`config.mk`:
```
export PLATFORM = sky130hd
export DESIGN_NAME = uart_bus_device
export DESIGN_NICKNAME = d
export VERILOG_FILES = /design/src/rtl/uart_bus_device_pkg.sv /design/src/rtl/uart_bus_device_rx.sv /design/src/rtl/uart_bus_device.sv
export SDC_FILE = /design/constraint.sdc
export NUM_CORES = 1
export LEC_CHECK = 0
export CAP_MARGIN = 5
export CORE_AREA = 2 2 135 137
export CTS_CLUSTER_DIAMETER = 80
export DETAILED_ROUTE_END_ITERATION = 16
export DIE_AREA = 0 0 137 139
export GPL_TIMING_DRIVEN = 1
export SYNTH_ARGS = -nofsm -noshare
export SYNTH_HDL_FRONTEND = slang
export SYNTH_HIERARCHICAL = 1
export SYNTH_SLANG_ARGS = --single-unit
```
`constraint.sdc`:
```
create_clock -name clk -period 4.5 [get_ports clk]
set_input_delay 0.675 -clock clk [delete_from_list [all_inputs] [get_ports clk]]
set_output_delay 0.675 -clock clk [all_outputs]
set_load 0.01 [all_outputs]
```
`src/rtl/uart_bus_device_pkg.sv`:
```
// ----------------------------------------------------------------------------
// uart_bus_device_pkg : register offsets, CON bit positions, shared FSM states
// Rev 1.0
// ----------------------------------------------------------------------------
`default_nettype none

package uart_bus_device_pkg;

  localparam logic [31:0] OFF_TXD = 32'h0000_0000;
  localparam logic [31:0] OFF_RXD = 32'h0000_0004;
  localparam logic [31:0] OFF_CON = 32'h0000_0008;

  localparam int CON_RX_VALID   = 0;
  localparam int CON_TX_FULL    = 1;
  localparam int CON_TX_BUSY    = 2;
  localparam int CON_RX_OVERRUN = 3;
  localparam int CON_RX_IRQ_EN  = 4;

  typedef enum logic [1:0] {
    ST_IDLE  = 2'd0,
    ST_START = 2'd1,
    ST_DATA  = 2'd2,
    ST_STOP  = 2'd3
  } uart_state_t;

  // Width of a counter that must hold 0..div-1.
  function automatic int cnt_width(input int div);
    return (div < 2) ? 1 : $clog2(div);
  endfunction

endpackage

`default_nettype wire

```
`src/rtl/uart_bus_device_rx.sv`:
```
// ----------------------------------------------------------------------------
// uart_rx_engine : 2-flop synchronizer plus 8N1 receive FSM, done on stop=1
// Rev 1.0
// ----------------------------------------------------------------------------
`default_nettype none

module uart_rx_engine
  import uart_bus_device_pkg::*;
#(
  parameter int DIV = 16
) (
  input  logic       clk,
  input  logic       reset,
  input  logic       rxd,
  output logic [7:0] data,
  output logic       done
);

  localparam int            CW        = cnt_width(DIV);
  localparam logic [CW-1:0] HALF_LAST = CW'(DIV / 2 - 1);
  localparam logic [CW-1:0] BIT_LAST  = CW'(DIV - 1);
  localparam logic [CW-1:0] CNT_ONE   = CW'(1);

  // sync[1] is the synchronized line, sync[2] its previous value for edge detect
  logic [2:0]    sync;
  logic          line;
  logic          line_prev;

  uart_state_t   state, state_d;
  logic [CW-1:0] cnt, cnt_d;
  logic [2:0]    bit_idx, bit_idx_d;
  logic [7:0]    shift, shift_d;
  logic          done_d;

  assign line      = sync[1];
  assign line_prev = sync[2];
  assign data      = shift;

  always_ff @(posedge clk or negedge reset) begin
    if (!reset) begin
      sync    <= 3'b111;
      state   <= ST_IDLE;
      cnt     <= '0;
      bit_idx <= '0;
      shift   <= '0;
      done    <= 1'b0;
    end else begin
      sync    <= {sync[1:0], rxd};
      state   <= state_d;
      cnt     <= cnt_d;
      bit_idx <= bit_idx_d;
      shift   <= shift_d;
      done    <= done_d;
    end
  end

  always_comb begin
    state_d   = state;
    cnt_d     = cnt;
    bit_idx_d = bit_idx;
    shift_d   = shift;
    done_d    = 1'b0;
    case (state)
      ST_IDLE: begin
        if (line_prev && !line) begin
          state_d = ST_START;
          cnt_d   = '0;
        end
      end
      ST_START: begin
        if (cnt == HALF_LAST) begin
          cnt_d     = '0;
          bit_idx_d = '0;
          state_d   = line ? ST_IDLE : ST_DATA;
        end else begin
          cnt_d = cnt + CNT_ONE;
        end
      end
      ST_DATA: begin
        if (cnt == BIT_LAST) begin
          cnt_d     = '0;
          shift_d   = {line, shift[7:1]};
          bit_idx_d = bit_idx + 3'd1;
          if (bit_idx == 3'd7) state_d = ST_STOP;
        end else begin
          cnt_d = cnt + CNT_ONE;
        end
      end
      ST_STOP: begin
        if (cnt == BIT_LAST) begin
          cnt_d   = '0;
          state_d = ST_IDLE;
          done_d  = line;
        end else begin
          cnt_d = cnt + CNT_ONE;
        end
      end
      default: state_d = ST_IDLE;
    endcase
  end

endmodule

`default_nettype wire

```
`src/rtl/uart_bus_device.sv`:
```
// ----------------------------------------------------------------------------
// uart_bus_device : memory-mapped UART with TX FIFO, 8N1 TX/RX and RX interrupt
// Rev 1.0
// ----------------------------------------------------------------------------
`default_nettype none

module uart_bus_device
  import uart_bus_device_pkg::*;
#(
  parameter int          CLK_FREQ   = 100_000_000,
  parameter int          BAUD       = 9600,
  parameter logic [31:0] BASE_ADDR  = 32'h4000_0018,
  parameter int          FIFO_DEPTH = 4
) (
  input  logic        clk,
  input  logic        reset,
  input  logic        Device_Read,
  input  logic        Device_Write,
  input  logic [31:0] MemBus_Address,
  input  logic [31:0] MemBus_Write_Data,
  output logic [31:0] Device_Read_Data,
  output logic        uart_txd,
  input  logic        uart_rxd,
  output logic        irq
);

  localparam int            DIV      = CLK_FREQ / BAUD;
  localparam int            AW       = $clog2(FIFO_DEPTH);
  localparam int            CW       = cnt_width(DIV);
  localparam logic [CW-1:0] BIT_LAST = CW'(DIV - 1);
  localparam logic [CW-1:0] CNT_ONE  = CW'(1);
  localparam logic [AW:0]   PTR_ONE  = (AW + 1)'(1);

  logic sel_txd, sel_rxd, sel_con;
  logic rxd_read, con_write;

  assign sel_txd   = (MemBus_Address == BASE_ADDR + OFF_TXD);
  assign sel_rxd   = (MemBus_Address == BASE_ADDR + OFF_RXD);
  assign sel_con   = (MemBus_Address == BASE_ADDR + OFF_CON);
  assign rxd_read  = Device_Read && sel_rxd;
  assign con_write = Device_Write && sel_con;

  logic unused_wdata;
  assign unused_wdata = ^MemBus_Write_Data[31:8];

  // TX FIFO: one extra pointer bit distinguishes full from empty
  logic [7:0]  fifo_mem [FIFO_DEPTH];
  logic [AW:0] wr_ptr, rd_ptr;
  logic        fifo_empty, fifo_full, push, pop;

  assign fifo_empty = (wr_ptr == rd_ptr);
  assign fifo_full  = (wr_ptr[AW] != rd_ptr[AW]) && (wr_ptr[AW-1:0] == rd_ptr[AW-1:0]);
  assign push       = Device_Write && sel_txd && !fifo_full;

  always_ff @(posedge clk) begin
    if (push) fifo_mem[wr_ptr[AW-1:0]] <= MemBus_Write_Data[7:0];
  end

  always_ff @(posedge clk or negedge reset) begin
    if (!reset) begin
      wr_ptr <= '0;
      rd_ptr <= '0;
    end else begin
      if (push) wr_ptr <= wr_ptr + PTR_ONE;
      if (pop)  rd_ptr <= rd_ptr + PTR_ONE;
    end
  end

  uart_state_t   tx_state, tx_state_d;
  logic [CW-1:0] tx_cnt, tx_cnt_d;
  logic [2:0]    tx_bit, tx_bit_d;
  logic [7:0]    tx_shift, tx_shift_d;
  logic          txd_d;
  logic          tx_busy;

  assign tx_busy = !fifo_empty || (tx_state != ST_IDLE);

  always_ff @(posedge clk or negedge reset) begin
    if (!reset) begin
      tx_state <= ST_IDLE;
      tx_cnt   <= '0;
      tx_bit   <= '0;
      tx_shift <= '0;
      uart_txd <= 1'b1;
    end else begin
      tx_state <= tx_state_d;
      tx_cnt   <= tx_cnt_d;
      tx_bit   <= tx_bit_d;
      tx_shift <= tx_shift_d;
      uart_txd <= txd_d;
    end
  end

  // Line level is registered from the next state so the pin never glitches
  always_comb begin
    tx_state_d = tx_state;
    tx_cnt_d   = tx_cnt;
    tx_bit_d   = tx_bit;
    tx_shift_d = tx_shift;
    pop        = 1'b0;
    case (tx_state)
      ST_IDLE: begin
        if (!fifo_empty) begin
          pop        = 1'b1;
          tx_shift_d = fifo_mem[rd_ptr[AW-1:0]];
          tx_cnt_d   = '0;
          tx_state_d = ST_START;
        end
      end
      ST_START: begin
        if (tx_cnt == BIT_LAST) begin
          tx_cnt_d   = '0;
          tx_bit_d   = '0;
          tx_state_d = ST_DATA;
        end else begin
          tx_cnt_d = tx_cnt + CNT_ONE;
        end
      end
      ST_DATA: begin
        if (tx_cnt == BIT_LAST) begin
          tx_cnt_d   = '0;
          tx_shift_d = {1'b0, tx_shift[7:1]};
          tx_bit_d   = tx_bit + 3'd1;
          if (tx_bit == 3'd7) tx_state_d = ST_STOP;
        end else begin
          tx_cnt_d = tx_cnt + CNT_ONE;
        end
      end
      ST_STOP: begin
        if (tx_cnt == BIT_LAST) begin
          tx_cnt_d   = '0;
          tx_state_d = ST_IDLE;
        end else begin
          tx_cnt_d = tx_cnt + CNT_ONE;
        end
      end
      default: tx_state_d = ST_IDLE;
    endcase
    case (tx_state_d)
      ST_START: txd_d = 1'b0;
      ST_DATA:  txd_d = tx_shift_d[0];
      default:  txd_d = 1'b1;
    endcase
  end

  logic [7:0] rx_data;
  logic       rx_done;

  uart_rx_engine #(
    .DIV (DIV)
  ) u_rx (
    .clk   (clk),
    .reset (reset),
    .rxd   (uart_rxd),
    .data  (rx_data),
    .done  (rx_done)
  );

  logic [7:0] rx_byte;
  logic       rx_valid, rx_overrun, rx_irq_en;

  always_ff @(posedge clk or negedge reset) begin
    if (!reset) begin
      rx_byte    <= '0;
      rx_valid   <= 1'b0;
      rx_overrun <= 1'b0;
      rx_irq_en  <= 1'b0;
      irq        <= 1'b0;
    end else begin
      if (con_write) begin
        rx_irq_en <= MemBus_Write_Data[CON_RX_IRQ_EN];
        if (MemBus_Write_Data[CON_RX_OVERRUN]) rx_overrun <= 1'b0;
      end
      // A completing byte beats a same-cycle RXD read
      if (rx_done) begin
        rx_byte  <= rx_data;
        rx_valid <= 1'b1;
        if (rx_valid && !rxd_read) rx_overrun <= 1'b1;
      end else if (rxd_read) begin
        rx_valid <= 1'b0;
      end
      irq <= rx_irq_en && rx_valid;
    end
  end

  always_comb begin
    Device_Read_Data = '0;
    if (sel_rxd) begin
      Device_Read_Data[7:0] = rx_byte;
    end else if (sel_con) begin
      Device_Read_Data[CON_RX_VALID]   = rx_valid;
      Device_Read_Data[CON_TX_FULL]    = fifo_full;
      Device_Read_Data[CON_TX_BUSY]    = tx_busy;
      Device_Read_Data[CON_RX_OVERRUN] = rx_overrun;
      Device_Read_Data[CON_RX_IRQ_EN]  = rx_irq_en;
    end
  end

endmodule

`default_nettype wire
```
# Word-level counts from Yosys, hierarchy flattened
# Memory sizes are Yosys's and may differ from the RTL's.
# Index checks and enable logic that the tools add are counted.
# totals
output_inout_bits	34
input_bits	69
romBits	0
ram_bits	32
reg_bits	77
n_memories	1
latchBits	0
# mem_list
name	depth	word_bits	read_ports	rd_ports_with_merged_regs	write_ports	line_no	text
fifo_mem	4	8	1	0	1	uart_bus_device.sv:47	logic [7:0] fifo_mem [FIFO_DEPTH];
# classes
addsub	6
n_reduce_logical	27
order_cmp	0
n_div	0
multipliers	0
shifts	0
n_eq_ne	27
bitwise	0
mux	45
# ops
op	count
$eq 32x31->1 const B	3
$mux 14	5
$pmux 14 s3	1
$add 14x1->14 const B	2
$eq 14x14->1 const B	2
$pmux 14 s2	1
$mux 2	11
$mux 8	2
$pmux 2 s4	2
$pmux 8 s2	1
$mux 3	5
$eq 14x13->1 const B	1
$add 3x1->3 const B	4
$mux 1	12
$pmux 3 s2	2
$eq 2x2->1 const B	5
$mux 5	2
$ne 2x1->1 const B	5
$reduce_bool 2->1	5
$reduce_and 3->1	3
$logic_and 1x1->1	8
$eq 2x1->1 const B	3
$eq 3x3->1 const B	2
$ne 2x2->1 const B	3
other kinds (11)	15

# Longest topological paths before layout
# Gate-level depths: netlist of run 1.
# logic_depth
word_depth	6
depth_mapped	8
mapped_depth_nobuf	7

# Modules after synthesis
# Netlist of run 1, hierarchy kept.
# modules_own_cells
mod	area_each_um2	instances	cells_per_inst
uart_bus_device	3931.3	1	322
uart_rx_engine	1584.0	1	158

# Least setup slack after synthesis of run 1
# No wires, ideal clock.
# synth_path
kind	in2out
startpoint	input port MemBus_Address[13]
endpoint	output port Device_Read_Data[0]
t_arrival_ns	2.137
t_required_ns	3.825
cell_stages	4
path_slack_ns	1.688
path_cell_list	nor4b_1 > nand4_1 > nor4_1 > a22o_1
# synth_via
elab_chain_len	3
elab_cells_between_ends	4
# synth_rtl
item	line_no	text
from (decl)	uart_bus_device.sv:19	input logic [31:0] MemBus_Address,
$eq 32x31->1	uart_bus_device.sv:39	assign sel_con = (MemBus_Address == BASE_ADDR + OFF_CON);
$mux 5	uart_bus_device.sv:190	end else if (sel_con) begin
$mux 5 *	uart_bus_device.sv:188	if (sel_rxd) begin
to (decl)	uart_bus_device.sv:21	output logic [31:0] Device_Read_Data,
# Mark *: on every way between the ends. The rest lies on a longest branch, timed or not.

# Worst setup path after layout of run 1
# layout_path
startpoint	input port MemBus_Address[1]
endpoint	output port Device_Read_Data[1]
# Same word-level chain as after synthesis.

==> results of run 1 <==
==> power groups by stage <==
stage                     Combinational, mW  Sequential [mW]  Clock (mW)
after floorplan                       0.183             1.10           0
after global placement                0.252             1.11           0
after detailed placement              0.262             1.11           0
after CTS                             0.264             1.10       0.754
after global routing                  0.293             1.10       0.788
final                                 0.264             1.10       0.730
==> worst max-delay path: cells and delay by family <==
| family | cells | cell delay, ns |
|---|---|---|
| and+or+nand+nor | 3 | 0.88 |
| AOI/OAI and AO/OA | 1 | 0.18 |
| buffers and inverters | 3 | 1.18 |
==> logic make-up after synthesis <==
family                   after synthesis  synth area share (%)
flip-flops                           109                  52.5
XOR/XNOR                              13                  2.06
AO/OA/AOI/OAI                         93                  12.1
other                                  1                0.0680
multiplexers                          30                  7.69
AND/OR/NAND/NOR                      168                  16.7
adder cells (fa/ha/maj)               16                  3.63
buffers and inverters                 50                  5.33
==> Yosys cell counts (3+ instances only) <==
cell type,instances
dfrtp_1,73
nand2_1,58
edfxtp_1,32
o21ai_0,31
buf_4,24
nor2_1,21
mux2_2,19
ha_1,16
and2_1,13
nand3_1,13
a22o_1,12
nor4_1,12
inv_1,9
nor3_1,9
mux4_2,8
o211ai_1,8
xnor2_1,8
a22oi_1,7
clkbuf_1,7
o22ai_1,7
nand4_1,6
buf_2,5
xor2_1,5
dfstp_2,4
nor2b_1,4
nor4b_1,4
and3_1,3
and4_1,3
mux2i_1,3
nand3b_1,3
o21a_1,3
o31ai_1,3
==> final timing paths <==
check	cells after the start	to	from
worst min register to register	0	u_rx/sync[1]	u_rx/sync[0]
worst max-delay path	7	Device_Read_Data[1]	MemBus_Address[1]
max in group asynchronous	1	tx_cnt[10]	reset
worst min-delay path	0	u_rx/sync[1]	u_rx/sync[0]
min in group asynchronous	1	u_rx/data[6]	reset
worst max register to register	5	fifo_mem[3][6]	rd_ptr[1]
==> flip-flops by register name (all words and copies together) (netlist names), named ones only <==
| name | count |
|---|---|
| fifo_mem | 32 |
| tx_cnt | 14 |
| u_rx/cnt | 14 |
| rx_byte | 8 |
| tx_shift | 8 |
| u_rx/data | 8 |
| rd_ptr | 3 |
| tx_bit | 3 |
| u_rx/bit_idx | 3 |
| u_rx/sync | 3 |
| wr_ptr | 3 |
| tx_state | 2 |
| irq | 1 |
| rx_irq_en | 1 |
| rx_overrun | 1 |
| rx_valid | 1 |
| u_rx/done | 1 |
| u_rx/state | 1 |
| uart_txd | 1 |
==> cell usage in the layout, fill, tap and decap left out, types with 16 or more instances in the layout <==
cell type        instances
edfxtp_1                32
o21ai_0                 31
clkdlybuf4s50_1         53
ha_1                    16
dfrtp_1                 73
nand2_1                 58
mux2_2                  19
nor2_1                  21
conb_1                  24
==> metal layers <==
| layer | vias to the layer above | track usage [%] | wire length [µm] |
|---|---|---|---|
| li1 | 1838 | - | - |
| met1 | 1891 | 15.0 | 4740 |
| met2 | 96 | 21.5 | 5720 |
| met3 | 10 | 2.78 | 493 |
| met4 | 0 | 3.64 | 121 |
| met5 | - | 0 | 0 |
==> metrics by stage <==
step,setup slack (ns),hold slack (ns),total power [mW],utilization [%]
after floorplan,1.69,0.345,1.28,-
after global placement,0.858,0.346,1.36,35.2
after detailed placement,0.845,0.348,1.38,35.2
after CTS,0.834,0.359,2.11,36.8
after global routing,0.622,0.365,2.19,36.8
final,0.893,0.357,2.09,36.8
==> cell type report <==
cell class | count | area share [%]
clock buffer | 12 | 3.70
timing repair buffer | 61 | 9.09
inverter | 10 | 0.578
clock inverter | 4 | 0.482
tap | 229 | 4.41
multi-input combinational | 344 | 37.2
sequential | 109 | 44.5
==> results.sh, run 1 <==
export IMPL_power_density_mw_per_mm2=322
export IMPL_finalCriticalPeriod_ns=3.61
export IMPL_final_area_mm2=0.00649
export IMPL_wire_per_inst_um=14.4
export IMPL_ys_seq_area_share_pct=52.5
export IMPL_placed_cells=753
export IMPL_nFillCells=1703
export IMPL_initial_core_util_pct=31.2
export IMPL_drt_initial_drc_count=281
export IMPL_clk_latency_ns=0.35
export IMPL_hpwl_um=7970
export IMPL_firstDrtPassIters=4
export IMPL_tns_ns=0
export IMPL_yosysWarnings=6
export IMPL_p_clk_share_pct=34.9
export IMPL_drv_slew=0
export IMPL_num_rows=49
export IMPL_setup_viol_count_final=0
export IMPL_seq_power_share_pct=52.4
export IMPL_cts_tree="built"
export IMPL_grt_pass1_wl_um=18700
export IMPL_p_comb_share_pct=12.6
export IMPL_relSlewSlack_pct=21.4
export IMPL_path_clk_slew_ns=0.07
export IMPL_startpoint_type="input pin"
export IMPL_synth_main_ff_cell="dfrtp_1"
export IMPL_cts_setup_buffers=0
export IMPL_ys_types=70
export IMPL_layout_nets=620
export IMPL_cts_root_buffer="clkbuf_16"
export IMPL_route_detailed_drc=0
export IMPL_synth_async_sr_flop_share_pct=70.6
export IMPL_routed_wirelength_um=11100
export IMPL_crit_type="in2out"
export IMPL_overflow=0
export IMPL_cp_slowest_stage_delay_ns=0.54
export IMPL_h_tree_depth=3
export IMPL_port_buffers=54
export IMPL_cts_hold_fix_buffers=0
export IMPL_cts_resized=0
export IMPL_hold_viol=0
export IMPL_netlist_area_mm2=0.00552
export IMPL_antenna_found_initial=0
export IMPL_multi_input_area_mm2=0.00241
export IMPL_required_ns=3.83
export IMPL_fp_dieH_um=139
export IMPL_ys_ff_latch=109
export IMPL_vias=3835
export IMPL_arrival_ns=2.93
export IMPL_yosysTopAreaCell="dfrtp_1"
export IMPL_drive_gt1_share_pct=11.7
export IMPL_reg2reg_slack_ns=1.78
export IMPL_dpl_cell_area_mm2=0.00622
export IMPL_p_int_mw=1.54
export IMPL_cp_end_kind="primary output"
export IMPL_drv_cap=0
export IMPL_die_area_mm2=0.0190
export IMPL_regArea_mm2=0.00289
export IMPL_cts_sinks=109
export IMPL_cp_cell_sequence="clkdlybuf4s50_1 -> nor4_1 -> nand4_1 -> nor4_1 -> buf_4 -> a22o_1 -> clkdlybuf4s50_1"
export IMPL_fmax_mhz=277
export IMPL_p_sw_mw=0.545
export IMPL_ant_nets=0
export IMPL_clk_path_buf_depth=2
export IMPL_syn_inst=480
export IMPL_p_sw_share_pct=26.1
export IMPL_synth_top_cells_by_area="dfrtp_1 33%, edfxtp_1 17%, nand2_1 3.9%, mux2_2 3.9%, ha_1 3.6%"
export IMPL_grt_pass1_vias=3862
export IMPL_min_period_over_period_pct=80.2
export IMPL_synth_edf_count=32
export IMPL_skew_ns=0.00850
export IMPL_viasPerCell=4.99
export IMPL_gp_congestion=0.800
export IMPL_grtUsageTotal_pct=12.3
export IMPL_min_path_type="reg2reg"
export IMPL_coreArea_mm2=0.0177
export IMPL_worst_pin_slew_ns=1.18
export IMPL_irDropWorstVdd_v=0.000216
export IMPL_cp_slowest_cell="clkdlybuf4s50_1"
export IMPL_diodes=0
export IMPL_leakage_nw=2.61
export IMPL_die_w_um=137
export IMPL_instances_no_fill=769
export IMPL_tritoncts_num_buffers=9
export IMPL_crit_fanout=9
export IMPL_grt_max_degree=78
export IMPL_yosysTopAreaCellShare_pct=33.1
export IMPL_avgSynthCellArea_um2=11.5
export IMPL_status="completed"
export IMPL_ios=103
export IMPL_rsz0062_at_grt="no"
export IMPL_areaGrowthSynthToFinish_pct=17.7
(Power assumes the default switching activity.)
==> run 2: changes to the inputs <==
Clock period 4.5 ns to 3.48 ns, I/O delays scaled along.
==> run 2 against run 1 <==
Compared with the run above: flip-flop and latch count is the same; non-clock buffer count grew 1; die area is the same; clock power grew 38%; first-iteration DRC count shrank 20%; cell count grew 0.13%; design area grew 0.52%; worst hold slack lost 0.057 ns; highest routed layer unchanged; via count shrank 1.4%.
==> results.sh, run 2 (synthesis gave the netlist of run 1 again) <==
export IMPL_cp_slowest_cell="clkdlybuf4s50_1"
export IMPL_drive_gt1_share_pct=12.2
export IMPL_firstDrtPassIters=4
export IMPL_crit_fanout=9
export IMPL_die_w_um=137
export IMPL_wire_per_inst_um=14.6
export IMPL_p_int_mw=2.05
export IMPL_routed_wirelength_um=11200
export IMPL_post_place_ws_ns=0.146
export IMPL_layout_nets=621
export IMPL_initial_core_util_pct=31.2
export IMPL_seq_power_share_pct=51.3
export IMPL_power_mw=2.76
export IMPL_antenna_found_initial=0
export IMPL_layout_commonest_cell="dfrtp_1"
export IMPL_tritoncts_num_buffers=9
export IMPL_rsz0062_at_grt="no"
export IMPL_coreArea_mm2=0.0177
export IMPL_gp_congestion=0.779
export IMPL_drv_slew=0
export IMPL_cts_setup_buffers=0
export IMPL_startpoint_type="input pin"
export IMPL_clk_path_buf_depth=2
export IMPL_cts_root_buffer="clkbuf_16"
export IMPL_use_met2_pct=22.0
export IMPL_hpwl_um=8090
export IMPL_irDropWorstVdd_v=0.000258
export IMPL_die_area_mm2=0.0190
export IMPL_grtUsageTotal_pct=12.6
export IMPL_drt_initial_drc_count=225
export IMPL_arrival_ns=2.72
export IMPL_cts_sinks=109
export IMPL_grt_max_degree=78
export IMPL_fmax_mhz=308
export IMPL_port_buffers=54
export IMPL_p_comb_share_pct=12.0
export IMPL_use_met3_pct=2.23
export IMPL_fin_ws_ns=0.236
export IMPL_viasPerCell=4.91
export IMPL_diodes=0
export IMPL_fp_dieH_um=139
export IMPL_grtUsageMet1_pct=14.9
export IMPL_h_tree_depth=3
export IMPL_power_density_mw_per_mm2=423
export IMPL_path_clk_slew_ns=0.07
export IMPL_cp_slowest_stage_delay_ns=0.54
export IMPL_route_detailed_drc=0
export IMPL_areaGrowthSynthToFinish_pct=18.4
export IMPL_clk_latency_ns=0.35
export IMPL_cp_end_kind="primary output"
export IMPL_relSlewSlack_pct=20.6
export IMPL_cts_tree="built"
export IMPL_p_clk_share_pct=36.7
export IMPL_leakage_nw=2.63
export IMPL_worst_pin_slew_ns=1.19
export IMPL_final_cell_mix="73 x dfrtp_1, 58 x nand2_1, 53 x clkdlybuf4s50_1"
export IMPL_tns_ns=0
export IMPL_dpl_cell_area_mm2=0.00623
export IMPL_min_period_over_period_pct=93.2
export IMPL_busiest_layer="met2"
export IMPL_nFillCells=1704
export IMPL_ios=103
export IMPL_finalCriticalPeriod_ns=3.24
export IMPL_crit_type="in2out"
export IMPL_grt_pass1_wl_um=18700
export IMPL_status="completed"
export IMPL_skew_ns=0.00713
export IMPL_vias=3782
export IMPL_cp_cell_sequence="clkdlybuf4s50_1 -> nor4_1 -> nand4_1 -> nor4_2 -> buf_4 -> a22o_1 -> clkdlybuf4s50_1"
export IMPL_ant_nets=0
export IMPL_grt_pass1_vias=3799
export IMPL_cpMostUsedCell="clkdlybuf4s50_1"
export IMPL_min_path_type="in2async"
export IMPL_drv_cap=0
export IMPL_setup_viol_count_final=0
export IMPL_largest_register_ff_count=32
export IMPL_overflow=0
export IMPL_hold_viol=0
export IMPL_p_sw_share_pct=25.9
export IMPL_p_sw_mw=0.716
export IMPL_required_ns=2.96
export IMPL_num_rows=49
export IMPL_final_area_mm2=0.00653
run 2: cell count changes in the layout (fill, tap and decap cells not counted), sizes merged:
| cell | delta |
|---|---|
| buf | +1 |
| clkinv | +2 |
| inv | -1 |
| bufinv | +1 |
| clkbuf | -2 |
run 2: area by class of cell:
type	instances	area (µm²)	area share, %
flip-flops and latches	109	2890	44.3
multi-input cells	344	2420	37.1
repair buffers	62	598	9.16
well taps	229	287	4.39
clock buffers	10	229	3.51
clock inverters	6	62.6	0.958
inverters	10	37.5	0.575
run 2: through the flow:
stage	hold WS (ns)	util, %	cells
finish	0.300	37.0	770
global route	0.365	37.0	770
CTS	0.359	36.9	770
detailed placement	0.348	35.3	754
global placement	0.346	35.3	754
floorplan	0.226	-	503
run 2: critical path, delay by kind of cell:
family / cells / cell delay [ns]
buf+inv: 3 / 1.17
compound gates: 1 / 0.18
simple gates: 3 / 0.85
run 2: layer usage:
metal  part of all wire (%)  wire (µm)  up-vias
li1                       -          -     1845
met1                     43       4820     1838
met2                     52       5870       87
met3                    3.1        349       12
met4                    1.6        174        0
met5                      0          0        -
run 2: what timing repair did:
| action | CTS | global route |
|---|---|---|
| hold buffers | 0 | 0 |
| gates resized for setup | 0 | 1 |
| endpoints found under the setup margin | 0 | 3 |
run 2: worst paths after layout:
path                              startpoint                   to  slack [ns]  cells after the start
max in group asynchronous              reset         u_rx/data[5]        2.49                      1
setup reg to reg                  tx_cnt[10]             uart_txd        0.85                      5
min in group clk                u_rx/sync[0]         u_rx/sync[1]        0.36                      0
hold / removal                         reset         u_rx/data[4]        0.30                      1
hold reg to reg                 u_rx/sync[0]         u_rx/sync[1]        0.36                      0
setup / recovery           MemBus_Address[1]  Device_Read_Data[1]        0.24                      7
run 2: power groups by stage:
stage	clock [mW]	sequential [mW]	combinational, mW
2_1_floorplan	0	1.42	0.236
3_3_place_gp	0	1.44	0.314
3_5_place_dp	0	1.44	0.331
4_1_cts	1.05	1.42	0.334
5_1_grt	1.09	1.43	0.363
6_report	1.01	1.42	0.330
